File: config.mk
export PLATFORM = sky130hd
export DESIGN_NAME = ladybird_mem_arbiter
export DESIGN_NICKNAME = d
export VERILOG_FILES = /design/src/rtl/ladybird_mem_arbiter.sv
export SDC_FILE = /design/constraint.sdc
export NUM_CORES = 1
export LEC_CHECK = 0
export CORE_AREA = 4 4 110 112
export CTS_BUF_LIST = sky130_fd_sc_hd__clkbuf_8
export CTS_CLUSTER_SIZE = 28
export DETAILED_ROUTE_END_ITERATION = 16
export DIE_AREA = 0 0 114 116
export SYNTH_ARGS = -nofsm -noshare
export SYNTH_HDL_FRONTEND = slang
export SYNTH_SLANG_ARGS = --single-unit
File: constraint.sdc
create_clock -name clk -period 2.8 [get_ports clk]
set_input_delay 0.56 -clock clk [delete_from_list [all_inputs] [get_ports clk]]
set_output_delay 0.56 -clock clk [all_outputs]
set_load 0.1 [all_outputs]
File: src/rtl/ladybird_mem_arbiter.sv
// Round-robin arbiter that shares one request/response memory port between N_PORTS requesters.
// An in-order ID FIFO records each accepted request and steers its response back to the requester that issued it.
module ladybird_mem_arbiter #(
  parameter int N_PORTS         = 2,
  parameter int XLEN            = 32,
  parameter int MAX_OUTSTANDING = 4
) (
  input  logic                               clk,
  input  logic                               nrst,
  input  logic [N_PORTS-1:0]                 s_valid,
  output logic [N_PORTS-1:0]                 s_ready,
  input  logic [N_PORTS*XLEN-1:0]            s_addr,
  input  logic [N_PORTS*XLEN-1:0]            s_data,
  input  logic [N_PORTS-1:0]                 s_we,
  input  logic [N_PORTS*3-1:0]               s_funct,
  output logic [N_PORTS-1:0]                 s_rvalid,
  input  logic [N_PORTS-1:0]                 s_rready,
  output logic [XLEN-1:0]                    s_rdata,
  output logic                               m_valid,
  input  logic                               m_ready,
  output logic [XLEN-1:0]                    m_addr,
  output logic [XLEN-1:0]                    m_data,
  output logic                               m_we,
  output logic [2:0]                         m_funct,
  input  logic                               m_rvalid,
  output logic                               m_rready,
  input  logic [XLEN-1:0]                    m_rdata,
  output logic [$clog2(MAX_OUTSTANDING+1)-1:0] outstanding,
  output logic                               err
);

  localparam int IDW = (N_PORTS > 1) ? $clog2(N_PORTS) : 1;
  localparam int CW  = $clog2(MAX_OUTSTANDING + 1);
  localparam int AW  = (MAX_OUTSTANDING > 1) ? $clog2(MAX_OUTSTANDING) : 1;

  // Handshake rules: a request transfers when m_valid & m_ready (the grantee
  // sees the same event as s_valid & s_ready); a response transfers when
  // m_rvalid & m_rready (the head requester sees s_rvalid & s_rready).

  logic [IDW-1:0] prio_q;
  logic           locked_q;
  logic [IDW-1:0] lock_idx_q;
  logic [IDW-1:0] fifo_q [MAX_OUTSTANDING];
  logic [AW-1:0]  wr_ptr_q;
  logic [AW-1:0]  rd_ptr_q;
  logic [CW-1:0]  count_q;
  logic           err_q;

  logic [IDW-1:0] rr_idx;
  logic           rr_found;
  logic [IDW-1:0] cand;
  logic [IDW-1:0] grantee;
  logic [IDW-1:0] sel;
  logic [IDW-1:0] head;
  logic           full;
  logic           empty;
  logic           grant_valid;
  logic           push;
  logic           pop;
  logic           stray_rsp;
  logic           lock_drop;

  // Search upward from the priority pointer, wrapping, for the first valid requester.
  always_comb begin
    rr_idx   = prio_q;
    rr_found = 1'b0;
    cand     = '0;
    for (int k = 0; k < N_PORTS; k++) begin
      cand = IDW'((int'(prio_q) + k) % N_PORTS);
      if (!rr_found && s_valid[cand]) begin
        rr_found = 1'b1;
        rr_idx   = cand;
      end
    end
  end

  assign full        = (count_q == CW'(MAX_OUTSTANDING));
  assign empty       = (count_q == '0);
  assign grantee     = locked_q ? lock_idx_q : rr_idx;
  // Gating with nrst keeps every output quiet while reset is held.
  assign grant_valid = s_valid[grantee] & ~full & nrst;
  assign push        = grant_valid & m_ready;
  assign lock_drop   = locked_q & ~s_valid[lock_idx_q];

  assign sel     = grant_valid ? grantee : '0;
  assign m_valid = grant_valid;
  assign m_addr  = s_addr[sel*XLEN +: XLEN];
  assign m_data  = s_data[sel*XLEN +: XLEN];
  assign m_we    = s_we[sel];
  assign m_funct = s_funct[sel*3 +: 3];

  always_comb begin
    s_ready = '0;
    for (int i = 0; i < N_PORTS; i++) begin
      s_ready[i] = push && (grantee == IDW'(i));
    end
  end

  assign head = fifo_q[rd_ptr_q];

  always_comb begin
    s_rvalid = '0;
    for (int i = 0; i < N_PORTS; i++) begin
      s_rvalid[i] = nrst && !empty && m_rvalid && (head == IDW'(i));
    end
  end

  // With nothing outstanding a response is swallowed so the downstream side cannot stall.
  assign s_rdata   = m_rdata;
  assign m_rready  = nrst & (empty | s_rready[head]);
  assign pop       = m_rvalid & m_rready & ~empty;
  assign stray_rsp = m_rvalid & empty;

  always_ff @(posedge clk or negedge nrst) begin
    if (!nrst) begin
      prio_q     <= '0;
      locked_q   <= 1'b0;
      lock_idx_q <= '0;
      wr_ptr_q   <= '0;
      rd_ptr_q   <= '0;
      count_q    <= '0;
      err_q      <= 1'b0;
    end else begin
      if (push) begin
        prio_q   <= (grantee == IDW'(N_PORTS - 1)) ? '0 : grantee + IDW'(1);
        wr_ptr_q <= (wr_ptr_q == AW'(MAX_OUTSTANDING - 1)) ? '0 : wr_ptr_q + AW'(1);
      end
      if (pop) begin
        rd_ptr_q <= (rd_ptr_q == AW'(MAX_OUTSTANDING - 1)) ? '0 : rd_ptr_q + AW'(1);
      end
      if (push && !pop) begin
        count_q <= count_q + CW'(1);
      end else if (!push && pop) begin
        count_q <= count_q - CW'(1);
      end

      // Hold the grantee across a stall so m_* stay stable until the handshake.
      if (push) begin
        locked_q <= 1'b0;
      end else if (grant_valid && !m_ready) begin
        locked_q   <= 1'b1;
        lock_idx_q <= grantee;
      end else if (lock_drop) begin
        locked_q <= 1'b0;
      end

      if (lock_drop || stray_rsp) begin
        err_q <= 1'b1;
      end
    end
  end

  // The ID storage needs no reset: entries are only read once pushed.
  always_ff @(posedge clk) begin
    if (push) begin
      fifo_q[wr_ptr_q] <= grantee;
    end
  end

  assign outstanding = count_q;
  assign err         = err_q;

endmodule
; After elaboration in Yosys (flattened, before gate mapping)
; Memories as Yosys holds them, arrays and structs flattened.
; Index checks and enable logic that the tools add are counted.
[totals]
mem_bits_rw = 4
ff_bits = 11
wordCells = 88
mem_count = 1
inputBits = 176
[classes]
magnitude_cmp = 6
multipliers = 1
n_eq_ne = 3
shift = 3
n_reduce_logical = 20
n_mux = 26
bitwise_logic = 15
n_addsub = 6
[mem_list]
columns = name, depth, word_bits, read_ports, rd_ports_with_merged_regs, wr, line
row1 = fifo_q, 4, 1, 1, 0, 1, 43  ; logic [IDW-1:0] fifo_q [MAX_OUTSTANDING];
[op_table]
columns = operator, count
row1 = 64-bit by 7-bit variable part select with 32-bit output, 2
row2 = 1-bit two-way mux, 22
row3 = 1-bit by 2-bit less-than comparator with 1-bit output (second input constant), 6
row4 = 1-bit logical AND, 10
row5 = 1-bit AND, 8
row6 = 3-bit two-way mux, 2
row7 = 1-bit inverter, 6
row8 = 6-bit by 4-bit variable part select with 3-bit output, 1
row9 = 1-bit logical NOT, 5
row10 = 2-bit by 1-bit adder with 2-bit output (second input constant), 2
row11 = 2-bit == test (second input constant), 2
row12 = 2-bit two-way mux, 2
row13 = 3-bit by 1-bit adder with 3-bit output (second input constant), 1
row14 = 3-bit == test (second input constant), 1
row15 = 3-bit logical NOT, 1
row16 = 1-bit by 2-bit multiplier with 3-bit output (second input constant), 1
row17 = 3-bit nonzero test, 1
row18 = 3-bit by 1-bit subtractor with 3-bit output (second input constant), 1
row19 = 1-bit adder (second input constant), 2
row20 = 2-bit AND reduction, 1
row21 = 2-bit nonzero test, 1
row22 = 1-bit logical OR, 1
row23 = 1-bit bitwise OR, 1

; Depth between registers and ports, before layout
; Gate-level depths: netlist (run 1).
[depth]
ltp_word = 16
depth_mapped = 10
mapped_depth_nobuf = 10

; Least setup slack after synthesis (run 1)
; OpenSTA, ideal clock, no wires.
[synth_path]
path_kind = register to output
from = register count_q[0], in the netlist outstanding[0]
to = output port s_ready[0]
setup_slack_ps = -1221
arrival_ps = 3461
path_stages_with_launch = 4
cell_sequence = dfrtp_1 nor3b_2 nand3b_1 nor3_1
[synth_between]
elab_chain_len = 6
[synth_rtl]
columns = element, line
row1 = from (decl), 46  ; logic [CW-1:0] count_q;
row2 = from (signal assigned), 132  ; count_q <= count_q + CW'(1);
row3 = from (signal assigned), 134  ; count_q <= count_q - CW'(1);
row4 = 3-bit == test, 77  ; assign full = (count_q == CW'(MAX_OUTSTANDING));
row5 = 1-bit inverter, 81  ; assign grant_valid = s_valid[grantee] & ~full & nrst;
row6 = 1-bit AND (2 in series), 81
row7 = 1-bit AND, 82  ; assign push = grant_valid & m_ready;
row8 = 1-bit logical AND, 95  ; s_ready[i] = push && (grantee == IDW'(i));
row9 = to (decl), 11  ; output logic [N_PORTS-1:0] s_ready,
; Every way passes these cells.

; Worst setup path in the final report (run 1)
[layout_path]
from = input port nrst
to = output port m_data[16]
[layout_between]
elab_chain_len = 3
[layout_rtl]
columns = element, line
row1 = from (decl), 9  ; input logic nrst,
row2 = 1-bit AND, 81
row3 = 1-bit two-way mux, 85  ; assign sel = grant_valid ? grantee : '0;
row4 = 64-bit by 7-bit variable part select with 32-bit output, 88  ; assign m_data = s_data[sel*XLEN +: XLEN];
row5 = to (decl), 22  ; output logic [XLEN-1:0] m_data,
; Every way passes these cells.

==> flow_metrics.py, run 1 <==
metrics = {
    "outcome": {
        "outcome": "complete, no violations",
    },
    "die": {
        "initial_core_util_pct": 18.1,
        "die_boundary_height_um": 116,
        "die_area_um2": 13200,
        "fp.coreArea_um2": 11200,
        "io_pins": 286,
        "placement_rows": 39,
        "die-width_um": 114,
    },
    "timing": {
        "fin_hold_ws_ns": 0.498,
        "final_period_minus_worst_setup_slack_ns": 2.75,
        "rsz0062_at_grt": "no",
        "skew_ns": 0.00245,
        "slew-limit-headroom_pct": 79.0,
        "max_clock_freq_mhz": 363,
        "report.final.slew_viol_count": 0,
        "timing.final.setup_violations": 0,
        "tightest_slew_ns": 0.314,
        "timing_hold_violations_final": 0,
        "timing.final.crit_share_pct": 98.3,
        "finalWorstSetupSlack_ns": 0.0465,
    },
    "cts": {
        "cell_chosen_for_the_clock_root": "clkbuf_8",
        "sinks_on_clock_net": 15,
        "cts_tree": "done",
        "clk_path_buf_depth": 2,
        "htree_levels": 1,
        "tritoncts.num_buffers": 3,
        "source_to_sink_clock_delay_at_the_later_pin_of_the_worst_skew_pair_ns": 0.25,
        "path_clk_slew_ns": 0.06,
    },
    "worst_setup_path": {
        "worst_setup_path_endpoint": "m_data[16]",
        "critPathLaunch": "nrst",
        "cp.arrival_ns": 2.19,
        "cell_by_cell_listing_of_the_critical_path": "clkdlybuf4s50_1, nand2b_1, nor2_4, buf_6, buf_12, mux2_2, buf_12",
        "worst_path_largest_cell_delay_ns": 0.49,
        "critical_path.endpoint_type": "output pin",
        "critPathKind": "primary input to output pin",
        "worst_r2r_path_depth": 10,
        "start_kind": "primary input",
        "r2r_end": "outstanding[2]$_DFFE_PN0P_",
        "ff2ff_setup_slack_ns": 0.30,
        "critPathRequiredTime_ns": 2.24,
        "reg2reg_from": "rd_ptr_q[0]$_DFFE_PN0P_",
        "critical_path.slowest_cell": "clkdlybuf4s50_1",
        "cp_dominant_cell_by_count": "buf_12",
        "timing.critical_path.fanout_max": 16,
    },
    "route": {
        "ant_nets": 0,
        "routed_wire_length_per_instance_um": 18.3,
        "dr.first_iter.drc_count": 58,
        "detail_route.first_pass.iterations": 4,
        "wirelength_mm": 9.90,
        "dr_total_vias": 2225,
        "drc": 0,
        "drt-vias-per-instance": 4.11,
    },
    "cells_and_area": {
        "nNetsFinal": 582,
        "drive_above_1_share_pct": 48.0,
        "fillCellCount": 1055,
        "antenna_cells": 0,
        "flow.area_growth_from_synthesis_pct": 156,
    },
    "grt": {
        "grt_max_degree": 32,
        "number_of_global_route_vias_before_repair": 2357,
        "antenna_violations_before_repair": 0,
        "grt_total_usage_pct": 12.9,
        "grt_first_pass_wirelength_mm": 13.2,
        "grt_overflow": 0,
    },
    "placed_design": {
        "detailedPlace.worstSlack_ns": -0.0593,
        "dp.final_hpwl_mm": 8.69,
        "gp_congestion": 0.799,
        "portBuffers": 221,
    },
    "synthesis": {
        "synth_fp_nets": 373,
        "synth_area_per_cell_um2": 10.7,
        "syn_area_um2": 2030,
        "synth-seq-cells": 15,
        "synth_cell_type_count": 34,
        "synth_sequential_area_ratio_pct": 19.5,
        "syn_inst": 190,
        "ys_warn_count": 0,
    },
    "power": {
        "power_leakage_nw": 2.14,
        "vdd_ir_drop_max_mv": 0.393,
        "power_density_nw_per_um2": 738,
        "total_power_after_layout_mw": 3.83,
    },
    "run": {
        "cap_violations": 0,
    },
    "min_path": {
        "min_delay_worst_type": "flop to flop",
    },
}
[how the worst min path moves through the flow]
stage	from	slack (ns)	end	depth (start not counted)
4_1_cts	err$_DFFE_PN0P_	0.50	err$_DFFE_PN0P_	2
3_5_place_dp	err$_DFFE_PN0P_	0.49	err$_DFFE_PN0P_	2
5_1_grt	err$_DFFE_PN0P_	0.53	err$_DFFE_PN0P_	2
6_report	err$_DFFE_PN0P_	0.50	err$_DFFE_PN0P_	2
3_3_place_gp	err$_DFFE_PN0P_	0.49	err$_DFFE_PN0P_	2
2_1_floorplan	nrst	0.26	err$_DFFE_PN0P_	0
[metrics by stage]
stage	area [µm²]	util [%]	TNS (ns)	cells
final	5190	46.2	0	541
after global routing	5190	46.2	0	541
after CTS	5090	45.4	0	535
after detailed placement	5030	44.8	-2.75	531
after global placement	5030	44.8	-1.75	531
after floorplan	2050	-	-0.0871	190
[layout make-up]
type,count,area (µm²),share of cell area [%]
clock buffer,3,41.3,0.796
clock inverter,1,7.51,0.145
inverter,6,22.5,0.434
multi-input combinational,130,1350,26.1
sequential,15,399,7.70
tap,143,179,3.45
timing repair buffer,243,3180,61.4
[routing by layer]
layer / track usage (%) / wire [µm]
met1: 14.6 / 3580
met3: 5.27 / 1060
met2: 23.0 / 5190
met5: 0 / 0
met4: 2.22 / 71
[cell families (layout without fill, tap and decap cells)]
group                      Yosys count  after routing  synth area share, %
muxes                               76             76                 46.3
buffers and inverters               45            253                 15.6
and+or+nand+nor                     31             31                 7.90
DFF                                 15             15                 19.5
AOI/OAI and AO/OA                   13             13                 4.69
adders and majority gates            7              7                 4.69
xor gates and xnor gates             3              3                 1.30
[cells in the mapped netlist]
| cell type | count | share of area, % |
|---|---|---|
| a22o_1 | 1 | 0.43 |
| xnor2_1 | 1 | 0.43 |
| nor3b_1 | 1 | 0.37 |
| xor2_1 | 2 | 0.86 |
| nor2b_1 | 2 | 0.62 |
| mux4_2 | 1 | 1.1 |
| mux2_2 | 53 | 29 |
| a21oi_1 | 4 | 0.99 |
| nand3_1 | 1 | 0.25 |
| inv_2 | 1 | 0.18 |
| buf_6 | 3 | 1.7 |
| nand2_1 | 5 | 0.93 |
| o311ai_2 | 1 | 0.80 |
| o21ai_0 | 2 | 0.49 |
| nand2b_1 | 2 | 0.62 |
| buf_2 | 4 | 0.99 |
| and2_1 | 4 | 1.2 |
| nor2_1 | 10 | 1.9 |
| or3_1 | 1 | 0.31 |
| buf_4 | 32 | 12 |
| a21boi_0 | 1 | 0.37 |
| inv_1 | 5 | 0.93 |
| fa_1 | 1 | 0.99 |
| mux2_4 | 20 | 15 |
| mux2i_1 | 2 | 0.99 |
| edfxtp_1 | 4 | 5.9 |
| ha_1 | 6 | 3.7 |
| nand3b_1 | 1 | 0.37 |
| nor3_1 | 3 | 0.74 |
| o21bai_1 | 1 | 0.37 |
| o2bb2ai_1 | 2 | 0.86 |
| a21o_1 | 1 | 0.37 |
| nor3b_2 | 1 | 0.62 |
| dfrtp_1 | 11 | 14 |
[worst max-delay path, delay by kind of cell]
kind / cells / cell delay [ns]
buf+inv: 4 / 0.98
simple gates: 2 / 0.25
mux: 1 / 0.39
[registers in the layout, indices dropped and copies added, names as in the netlist]
name and count:
locked_q 1, wr_ptr_q 2, lock_idx_q 1, outstanding 3
fifo_q 4, rd_ptr_q 2, err 1, prio_q 1
[power breakdown]
| part | switching, mW | internal (mW) |
|---|---|---|
| Sequential | 0.114 | 0.317 |
| Combinational | 1.92 | 1.29 |
| Clock | 0.0812 | 0.100 |
| Total | 2.11 | 1.71 |
[repair_timing]
item,4_1_cts,5_1_grt
setup buffers,0,3
gates cloned,0,3
gates resized for setup,1,4
hold buffers,0,0
setup endpoints to repair,68,68
pin swaps,1,2
[layout by cell type, fill, tap and decap left out, types with 4 or more instances in the layout]
cell type,synthesis,routed
ha_1,6,6
mux2_2,53,53
nor2_1,10,6
mux2_4,20,20
dfrtp_1,11,8
inv_1,5,5
buf_12,0,76
edfxtp_1,4,4
and2_1,4,4
buf_4,32,19
clkdlybuf4s50_1,0,141
nand2_1,5,5
No activity file was read; power rests on OpenSTA's default activity.
==> inputs of run 2 (changes only) <==
- CAP_MARGIN: not set -> 10
==> results of run 2 <==
Final layout, timing and power as in run 1 (identical DEF).
